[config.mk]
export PLATFORM = sky130hd
export DESIGN_NAME = axi_early_wdata_buffer
export DESIGN_NICKNAME = d
export VERILOG_FILES = /design/src/rtl/axi_early_wdata_buffer.sv
export SDC_FILE = /design/constraint.sdc
export NUM_CORES = 1
export LEC_CHECK = 0
export ABC_AREA = 1
export BUFFER_PORTS_ARGS = -buffer_cell sky130_fd_sc_hd__clkbuf_2
export CORE_UTILIZATION = 61
export DETAILED_ROUTE_END_ITERATION = 10
export PLACE_DENSITY = 0.79
export RECOVER_POWER = 25
export SLEW_MARGIN = 10
export SYNTH_ARGS = -nofsm -noshare
export SYNTH_HDL_FRONTEND = slang
export SYNTH_SLANG_ARGS = --single-unit
[constraint.sdc]
create_clock -name aclk -period 6.3 [get_ports aclk]
set_clock_uncertainty 0.1 [all_clocks]
set_input_delay 1.26 -clock aclk [delete_from_list [all_inputs] [get_ports aclk]]
set_output_delay 1.26 -clock aclk [all_outputs]
set_load 0.03 [all_outputs]
[src/rtl/axi_early_wdata_buffer.sv]
// AXI write-path adapter: accepts write data ahead of its address (early W)
// and re-orders the stream so the downstream side always sees AW before W.
// AW requests and W beats are buffered in separate FIFOs. W beats are only
// released while at least one downstream AW has an incomplete W burst.
module axi_early_wdata_buffer #(
    parameter int ADDR_WIDTH      = 32,
    parameter int DATA_WIDTH      = 64,
    parameter int ID_WIDTH        = 3,
    parameter int AW_DEPTH        = 4,
    parameter int W_DEPTH         = 16,
    parameter int MAX_OUTSTANDING = 4,
    parameter int EARLY_W_EN      = 1
) (
    input  logic                                   aclk,
    input  logic                                   aresetn,
    input  logic                                   s_awvalid,
    output logic                                   s_awready,
    input  logic [ID_WIDTH-1:0]                    s_awid,
    input  logic [ADDR_WIDTH-1:0]                  s_awaddr,
    input  logic [7:0]                             s_awlen,
    input  logic [2:0]                             s_awsize,
    input  logic [1:0]                             s_awburst,
    input  logic                                   s_wvalid,
    output logic                                   s_wready,
    input  logic [DATA_WIDTH-1:0]                  s_wdata,
    input  logic [DATA_WIDTH/8-1:0]                s_wstrb,
    input  logic                                   s_wlast,
    output logic                                   m_awvalid,
    input  logic                                   m_awready,
    output logic [ID_WIDTH-1:0]                    m_awid,
    output logic [ADDR_WIDTH-1:0]                  m_awaddr,
    output logic [7:0]                             m_awlen,
    output logic [2:0]                             m_awsize,
    output logic [1:0]                             m_awburst,
    output logic                                   m_wvalid,
    input  logic                                   m_wready,
    output logic [DATA_WIDTH-1:0]                  m_wdata,
    output logic [DATA_WIDTH/8-1:0]                m_wstrb,
    output logic                                   m_wlast,
    output logic [$clog2(MAX_OUTSTANDING+1)-1:0]   aw_outstanding,
    output logic [$clog2(W_DEPTH+1)-1:0]           w_level,
    output logic                                   wlast_err
);

    localparam int STRB_W   = DATA_WIDTH / 8;
    localparam int AW_ENT_W = ID_WIDTH + ADDR_WIDTH + 8 + 3 + 2;
    localparam int W_ENT_W  = DATA_WIDTH + STRB_W + 1;
    localparam int AWP_W    = $clog2(AW_DEPTH);
    localparam int AWC_W    = $clog2(AW_DEPTH + 1);
    localparam int WP_W     = $clog2(W_DEPTH);
    localparam int WC_W     = $clog2(W_DEPTH + 1);
    localparam int OC_W     = $clog2(MAX_OUTSTANDING + 1);
    localparam int LP_W     = (MAX_OUTSTANDING > 1) ? $clog2(MAX_OUTSTANDING) : 1;
    // Signed: in early mode WLASTs may be accepted before their AW.
    localparam int UP_W     = $clog2(AW_DEPTH + MAX_OUTSTANDING + W_DEPTH + 1) + 1;

    localparam logic signed [UP_W-1:0] UP_ONE = 1;

    // Readies are held low until the first clock edge after reset release.
    logic                   rdy_q;

    logic [AW_ENT_W-1:0]    aw_mem_q [AW_DEPTH];
    logic [AWP_W-1:0]       aw_wptr_q, aw_rptr_q;
    logic [AWC_W-1:0]       aw_cnt_q, aw_cnt_d;

    logic [W_ENT_W-1:0]     w_mem_q [W_DEPTH];
    logic [WP_W-1:0]        w_wptr_q, w_rptr_q;
    logic [WC_W-1:0]        w_cnt_q, w_cnt_d;

    logic [OC_W-1:0]        out_q, out_d;
    logic signed [UP_W-1:0] up_pend_q, up_pend_d;

    logic [7:0]             len_mem_q [MAX_OUTSTANDING];
    logic [LP_W-1:0]        len_wptr_q, len_rptr_q;
    logic [7:0]             len_head;
    logic [7:0]             beat_cnt_q;
    logic                   err_q;
    logic                   len_err;

    logic aw_full, aw_empty, w_full, w_empty, w_mode_ok;
    logic s_aw_hs, s_w_hs, m_aw_hs, m_w_hs, m_wlast_hs;

    function automatic logic [LP_W-1:0] lp_inc(input logic [LP_W-1:0] p);
        return (p == LP_W'(MAX_OUTSTANDING - 1)) ? '0 : p + LP_W'(1);
    endfunction

    assign aw_full   = (aw_cnt_q == AWC_W'(AW_DEPTH));
    assign aw_empty  = (aw_cnt_q == '0);
    assign w_full    = (w_cnt_q == WC_W'(W_DEPTH));
    assign w_empty   = (w_cnt_q == '0);
    assign w_mode_ok = (EARLY_W_EN != 0) || (!up_pend_q[UP_W-1] && (up_pend_q != '0));

    assign s_awready = rdy_q && !aw_full;
    assign s_wready  = rdy_q && !w_full && w_mode_ok;
    assign m_awvalid = !aw_empty && (out_q < OC_W'(MAX_OUTSTANDING));
    assign m_wvalid  = !w_empty && (out_q != '0);

    assign {m_awid, m_awaddr, m_awlen, m_awsize, m_awburst} = aw_mem_q[aw_rptr_q];
    assign {m_wdata, m_wstrb, m_wlast}                       = w_mem_q[w_rptr_q];

    assign s_aw_hs    = s_awvalid && s_awready;
    assign s_w_hs     = s_wvalid && s_wready;
    assign m_aw_hs    = m_awvalid && m_awready;
    assign m_w_hs     = m_wvalid && m_wready;
    assign m_wlast_hs = m_w_hs && m_wlast;

    assign len_head = len_mem_q[len_rptr_q];
    assign len_err  = m_w_hs && (m_wlast ? (beat_cnt_q != len_head) : (beat_cnt_q == len_head));

    assign aw_outstanding = out_q;
    assign w_level        = w_cnt_q;
    assign wlast_err      = err_q;

    // Next-state for occupancy, outstanding and pending-AW counters.
    always_comb begin
        aw_cnt_d  = aw_cnt_q;
        w_cnt_d   = w_cnt_q;
        out_d     = out_q;
        up_pend_d = up_pend_q;
        if (s_aw_hs && !m_aw_hs)      aw_cnt_d = aw_cnt_q + AWC_W'(1);
        else if (!s_aw_hs && m_aw_hs) aw_cnt_d = aw_cnt_q - AWC_W'(1);
        if (s_w_hs && !m_w_hs)        w_cnt_d = w_cnt_q + WC_W'(1);
        else if (!s_w_hs && m_w_hs)   w_cnt_d = w_cnt_q - WC_W'(1);
        if (m_aw_hs && !m_wlast_hs)   out_d = out_q + OC_W'(1);
        else if (!m_aw_hs && m_wlast_hs) out_d = out_q - OC_W'(1);
        if (s_aw_hs && !(s_w_hs && s_wlast))      up_pend_d = up_pend_q + UP_ONE;
        else if (!s_aw_hs && (s_w_hs && s_wlast)) up_pend_d = up_pend_q - UP_ONE;
    end

    // Ready enable, FIFO pointers and counters (control state only).
    always_ff @(posedge aclk or negedge aresetn) begin
        if (!aresetn) begin
            rdy_q      <= 1'b0;
            aw_wptr_q  <= '0;
            aw_rptr_q  <= '0;
            aw_cnt_q   <= '0;
            w_wptr_q   <= '0;
            w_rptr_q   <= '0;
            w_cnt_q    <= '0;
            out_q      <= '0;
            up_pend_q  <= '0;
        end else begin
            rdy_q     <= 1'b1;
            aw_cnt_q  <= aw_cnt_d;
            w_cnt_q   <= w_cnt_d;
            out_q     <= out_d;
            up_pend_q <= up_pend_d;
            if (s_aw_hs) aw_wptr_q <= aw_wptr_q + AWP_W'(1);
            if (m_aw_hs) aw_rptr_q <= aw_rptr_q + AWP_W'(1);
            if (s_w_hs)  w_wptr_q  <= w_wptr_q + WP_W'(1);
            if (m_w_hs)  w_rptr_q  <= w_rptr_q + WP_W'(1);
        end
    end

    // FIFO storage; contents are don't-care while empty so no reset needed.
    always_ff @(posedge aclk) begin
        if (s_aw_hs) aw_mem_q[aw_wptr_q] <= {s_awid, s_awaddr, s_awlen, s_awsize, s_awburst};
        if (s_w_hs)  w_mem_q[w_wptr_q]   <= {s_wdata, s_wstrb, s_wlast};
        if (m_aw_hs) len_mem_q[len_wptr_q] <= m_awlen;
    end

    // Burst-length tracking against issued AWLEN and the sticky error flag.
    always_ff @(posedge aclk or negedge aresetn) begin
        if (!aresetn) begin
            len_wptr_q <= '0;
            len_rptr_q <= '0;
            beat_cnt_q <= '0;
            err_q      <= 1'b0;
        end else begin
            if (m_aw_hs)    len_wptr_q <= lp_inc(len_wptr_q);
            if (m_wlast_hs) len_rptr_q <= lp_inc(len_rptr_q);
            if (m_w_hs)     beat_cnt_q <= m_wlast ? 8'd0 : beat_cnt_q + 8'd1;
            if (len_err)    err_q <= 1'b1;
        end
    end

endmodule

* Word-level counts from Yosys, hierarchy flattened
Memories as Yosys holds them, arrays and structs flattened.
Index checks and enable logic that the tools add are counted.
** Storage, ports and cells
- Bits in registers :: 37
- Latch bits :: 0
- RAM bits :: 1392
- Memory bits (read-only) :: 0
- Output and inout bits :: 134
- Memories :: 3
** Operators by class
- Add/sub/neg operators :: 13
- $mul :: 0
- Div/mod/pow operators :: 0
- $lt $le $gt $ge :: 1
- Equal/unequal tests :: 6
- Shift operators :: 0
- Mux-type cells :: 16
- Bitwise gates (word level) :: 0
- Reduce and logical (&&, ||, !) cells :: 31
** Memory list
- w_mem_q :: words 16, width 73, rd ports 1, clocked after memory_dff 0, wr ports 1, line 66 : logic [W_ENT_W-1:0] w_mem_q [W_DEPTH];
- aw_mem_q :: words 4, width 48, rd ports 1, clocked after memory_dff 0, wr ports 1, line 62 : logic [AW_ENT_W-1:0] aw_mem_q [AW_DEPTH];
- len_mem_q :: words 4, width 8, rd ports 1, clocked after memory_dff 0, wr ports 1, line 73 : logic [7:0] len_mem_q [MAX_OUTSTANDING];
** Operators with widths (number)
- $logic_and A1 B1 Y1 :: 16
- $mux W3 :: 4
- $mux W5 :: 2
- $logic_not A1 Y1 :: 9
- $add A2 B1 Y2 const B :: 4
- $add A4 B1 Y4 const B :: 2
- $add A8 B1 Y8 const B :: 1
- $eq A8 B8 Y1 :: 1
- $mux W8 :: 1
- $ne A8 B8 Y1 :: 1
- $mux W1 :: 7
- $add A3 B1 Y3 const B :: 2
- $reduce_bool A2 Y1 :: 3
- $sub A3 B1 Y3 const B :: 2
- $add A5 B1 Y5 const B :: 1
- $eq A5 B5 Y1 const B :: 1
- $logic_not A5 Y1 :: 1
- $sub A5 B1 Y5 const B :: 1
- $eq A2 B2 Y1 const B :: 2
- $mux W2 :: 2
- $eq A3 B3 Y1 const B :: 1
- $logic_not A3 Y1 :: 1
- $lt A3 B3 Y1 const B :: 1
- $reduce_bool A3 Y1 :: 1

* Depth between registers and ports, before layout
- Word-level depth :: 8
- Depth in mapped cells :: 16
- Depth with buffers taken out :: 16

* Worst setup path before layout
OpenSTA, ideal clock, no wires.
- Path type :: input -> register
- Start point :: input s_wvalid
- End point :: memory w_mem_q[0][0] (netlist bit) (enable)
- Setup time :: 505 ps
- Data arrival time :: 4666 ps
- Data required time :: 5695 ps
- Path slack :: 1030 ps
- Stages on the path :: 4
- Path through :: nand2_1 inv_1 nand2_1 nor2_1
** On the way
- Longest elaborated chain between the ends :: 3
** Ends and longest elaborated chain
- start, declared :: line 23 : input logic s_wvalid,
- $logic_and A1 B1 Y1 :: line 102 : assign s_w_hs = s_wvalid && s_wready;
- via s_w_hs :: line 81 : logic s_aw_hs, s_w_hs, m_aw_hs, m_w_hs, m_wlast_hs;
- $mux W1 :: line 158 : if (s_w_hs) w_mem_q[w_wptr_q] <= {s_wdata, s_wstrb, s_wlast};
- $mux W1 (implied by the code) :: line 158
- end, declared :: line 66
The timed path passes the listed nets, and every way through them passes these cells.

* Worst setup path in the final report
- Start point :: register w_rptr_q[2]
- End point :: output m_wdata[36]
** On the way
- Longest elaborated chain between the ends :: 1
** Ends and longest elaborated chain
- start, declared :: line 67 : logic [WP_W-1:0] w_wptr_q, w_rptr_q;
- start signal, assigned :: line 151 : if (m_w_hs) w_rptr_q <= w_rptr_q + WP_W'(1);
- $mem_v2 Z16 W73
- end, declared :: line 37 : output logic [DATA_WIDTH-1:0] m_wdata,
No other way between the ends.

==> impl_metrics.py <==
metrics = {
    "timing": {
        "setup_viol_count_final": 0,
        "drv_slew": 0,
        "rsz0062_at_grt": "false",
        "final_hold_viol_count": 0,
        "worst_pin_slew_ns": 1.24,
        "period_needed_ns": 5.38,
        "finalSetupTns_ns": 0,
        "setup_slack_ns": 0.920,
        "fin_crit_sh": 0.854,
        "max_freq_mhz": 186,
        "slew_headroom": 0.174,
    },
    "floorplanning": {
        "core-area_um2": 90000,
        "fp.dieW_um": 304,
        "die_area_um2": 92200,
        "rows": 110,
        "start_util": 0.617,
        "die_h_um": 304,
        "io_pins": 261,
    },
    "synthesis": {
        "ys_ff_latch": 1429,
        "ys_seq_area_frac": 0.770,
        "synth_edf_count": 1392,
        "syn_area_per_cell_um2": 13.6,
        "yosys.area.top_type_share": 0.753,
        "ys_types": 37,
        "synth_cells": 4084,
        "ys_warn_count": 0,
        "synthArstFlopShare": 0.0259,
        "ys.flop_type": "edfxtp_1",
        "synthesis.nets": 4235,
        "synthesis.area_um2": 55500,
        "synth_top_cell_by_area": "edfxtp_1",
        "synth_area_leaders": "edfxtp_1 75%, nand2_1 4.4%, o21ai_0 3.4%",
    },
    "drt": {
        "wirelength_mm": 136,
        "ant_nets": 0,
        "dr.pass1.iters": 7,
        "wl_per_cell_um": 24.3,
        "routed_via_density": 6.28,
        "routed-via-count": 35000,
        "dr.first_iter.drc_count": 4123,
        "route.detailed.drc": 0,
    },
    "cells_and_area": {
        "layout.nets": 4435,
        "final_common_cell": "edfxtp_1",
        "drive_gt1_frac": 0.105,
        "final_util": 0.689,
        "final_cell_mix": "1392 x edfxtp_1, 655 x nand2_1, 413 x nor2_1",
        "final_cell_area_um2": 62100,
        "area_growth_pct": 11.8,
    },
    "clock_tree": {
        "cts.clk_slew.worst_paths_ns": 0.06,
        "ctsHoldBuffers": 0,
        "clock_path_buffers": 3,
        "cts_root_buf": "clkbuf_16",
        "clock-sinks": 1429,
        "clk_latency_ns": 0.75,
        "cts_inserted_buffers": 140,
        "cts_tree": "yes",
        "cts_setup_buffers": 0,
        "cts.htree.levels": 4,
        "ctsResizeCount": 0,
    },
    "placement": {
        "gp_congestion": 0.803,
        "dp_hpwl_mm": 65.9,
        "place_ws_ns": 1.75,
        "io_buffers": 260,
        "placed_cell_area_um2": 57800,
    },
    "grt": {
        "first_global_vias": 34000,
        "grt_overflow_total": 0,
        "antenna_found_initial": 20,
        "grt_pass1_wl_mm": 202,
        "grtUsageTotal": 0.291,
        "grt_max_degree": 295,
    },
    "run_status": {
        "status": "completed",
    },
    "setup_path": {
        "cp_slowest_stage_delay_ns": 1.03,
        "cp_data_required_time_ns": 4.94,
        "path_cells": "inv_4 > nor2_4 > buf_4 > nand2_1 > a21oi_1 > a211oi_1 > o21ai_1 > nand2_1 > clkbuf_2",
        "startpoint_type": "flip-flop",
        "worst-path-max-fanout": 66,
        "critPathKind": "reg -> out",
        "cpMaxStageDelayCell": "dfrtp_4",
        "cpMostUsedCell": "nand2_1",
        "cp_top_family": "buffers and inverters",
        "end_kind": "output pin",
        "path_buf_inv": 3,
        "cp.arrival_ns": 4.02,
    },
    "pwr": {
        "power_density_nw_per_um2": 481,
        "power_leakage_nw": 20.7,
        "vdd_ir_drop_max_mv": 0.507,
    },
    "job": {
        "max_cap_violations": 0,
    },
    "min_path": {
        "min_path_type": "reg -> reg",
    },
}
==> final timing paths <==
kind / from / endpoint / slack [ns] / depth (start not counted)
hold / removal: wlast_err / wlast_err / 0.39 / 2
max in group asynchronous: aresetn / w_rptr_q[0] / 4.74 / 1
setup reg to reg: w_rptr_q[0] / aw_outstanding[1] / 2.28 / 13
min in group asynchronous: aresetn / aw_cnt_q[1] / 0.58 / 1
setup / recovery: w_rptr_q[2] / m_wdata[36] / 0.92 / 9
hold reg to reg: wlast_err / wlast_err / 0.39 / 2
==> report_power, final <==
| group | internal [mW] | total, mW | switching (mW) |
|---|---|---|---|
| registers | 11.2 | 11.7 | 0.508 |
| logic | 2.61 | 10.3 | 7.68 |
| clock network | 4.47 | 7.89 | 3.42 |
| total | 18.2 | 29.8 | 11.6 |
==> tightest hold or removal path: stages, from the launching register on <==
cell and delay [ns]:
dfrtp_1 0.34, inv_1 0.05, nand3_1 0.07
==> per-layer routing <==
layer / routed length, um / share of wire / global-route usage / up-vias
met5: 117 / 0.00086 / 0 / -
met4: 5260 / 0.039 / 0.134 / 18
met3: 14300 / 0.11 / 0.0601 / 363
met2: 66700 / 0.49 / 0.475 / 2082
met1: 49400 / 0.36 / 0.380 / 17000
li1: - / - / - / 15500
==> stage by stage <==
stage | std cells | hold slack (ns) | total power, mW
after floorplan | 4084 | 0.383 | 18.7
after global placement | 5318 | 0.369 | 21.7
after detailed placement | 5318 | 0.369 | 22.0
after CTS | 5566 | 0.385 | 29.9
after global routing | 5576 | 0.421 | 31.1
final | 5578 | 0.388 | 29.8
==> sequential cells by signal (all words and copies together), names as in the netlist <==
name / cells
w_mem_q: 1168
aw_mem_q: 192
len_mem_q: 32
beat_cnt_q: 8
w_level: 5
w_rptr_q: 4
w_wptr_q: 4
aw_cnt_q: 3
aw_outstanding: 3
aw_rptr_q: 2
aw_wptr_q: 2
len_rptr_q: 2
len_wptr_q: 2
rdy_q: 1
wlast_err: 1
==> cell families after synthesis <==
| family | Yosys count | share of synthesized area |
|---|---|---|
| DFF | 1429 | 0.770 |
| AOI/OAI and AO/OA | 976 | 0.0998 |
| adders and majority gates | 24 | 0.00582 |
| and+or+nand+nor | 1309 | 0.0948 |
| xor gates and xnor gates | 18 | 0.00284 |
| other | 1 | 0.0000676 |
| buffers and inverters | 326 | 0.0265 |
| muxes | 1 | 0.000203 |
==> cell usage after synthesis, drive strengths merged (2+ instances only) <==
cell and n:
nor3 2, a211oi 87, dfrtp 37, nor2 434, nor4 2, o221ai 38, fa 3, edfxtp 1392
nand2 658, clkinv 2, o221a 19, o21ai 509, clkbuf 118, xor2 15, o22ai 136, ha 21
nand4 39, xnor2 3, a31oi 2, a21oi 184, inv 67, buf 139, nand3 173
==> final cells by class <==
class                      instances  area (um2)
fill                            5810       28000
tap                             1176        1470
clock buffer                     187        3870
antenna                           12        30.0
inverter                          69         288
clock inverter                    61         434
multi-input combinational       2329       11400
timing repair buffer             315        1770
sequential                      1429       42700
Power figures use the tool's default switching activity.
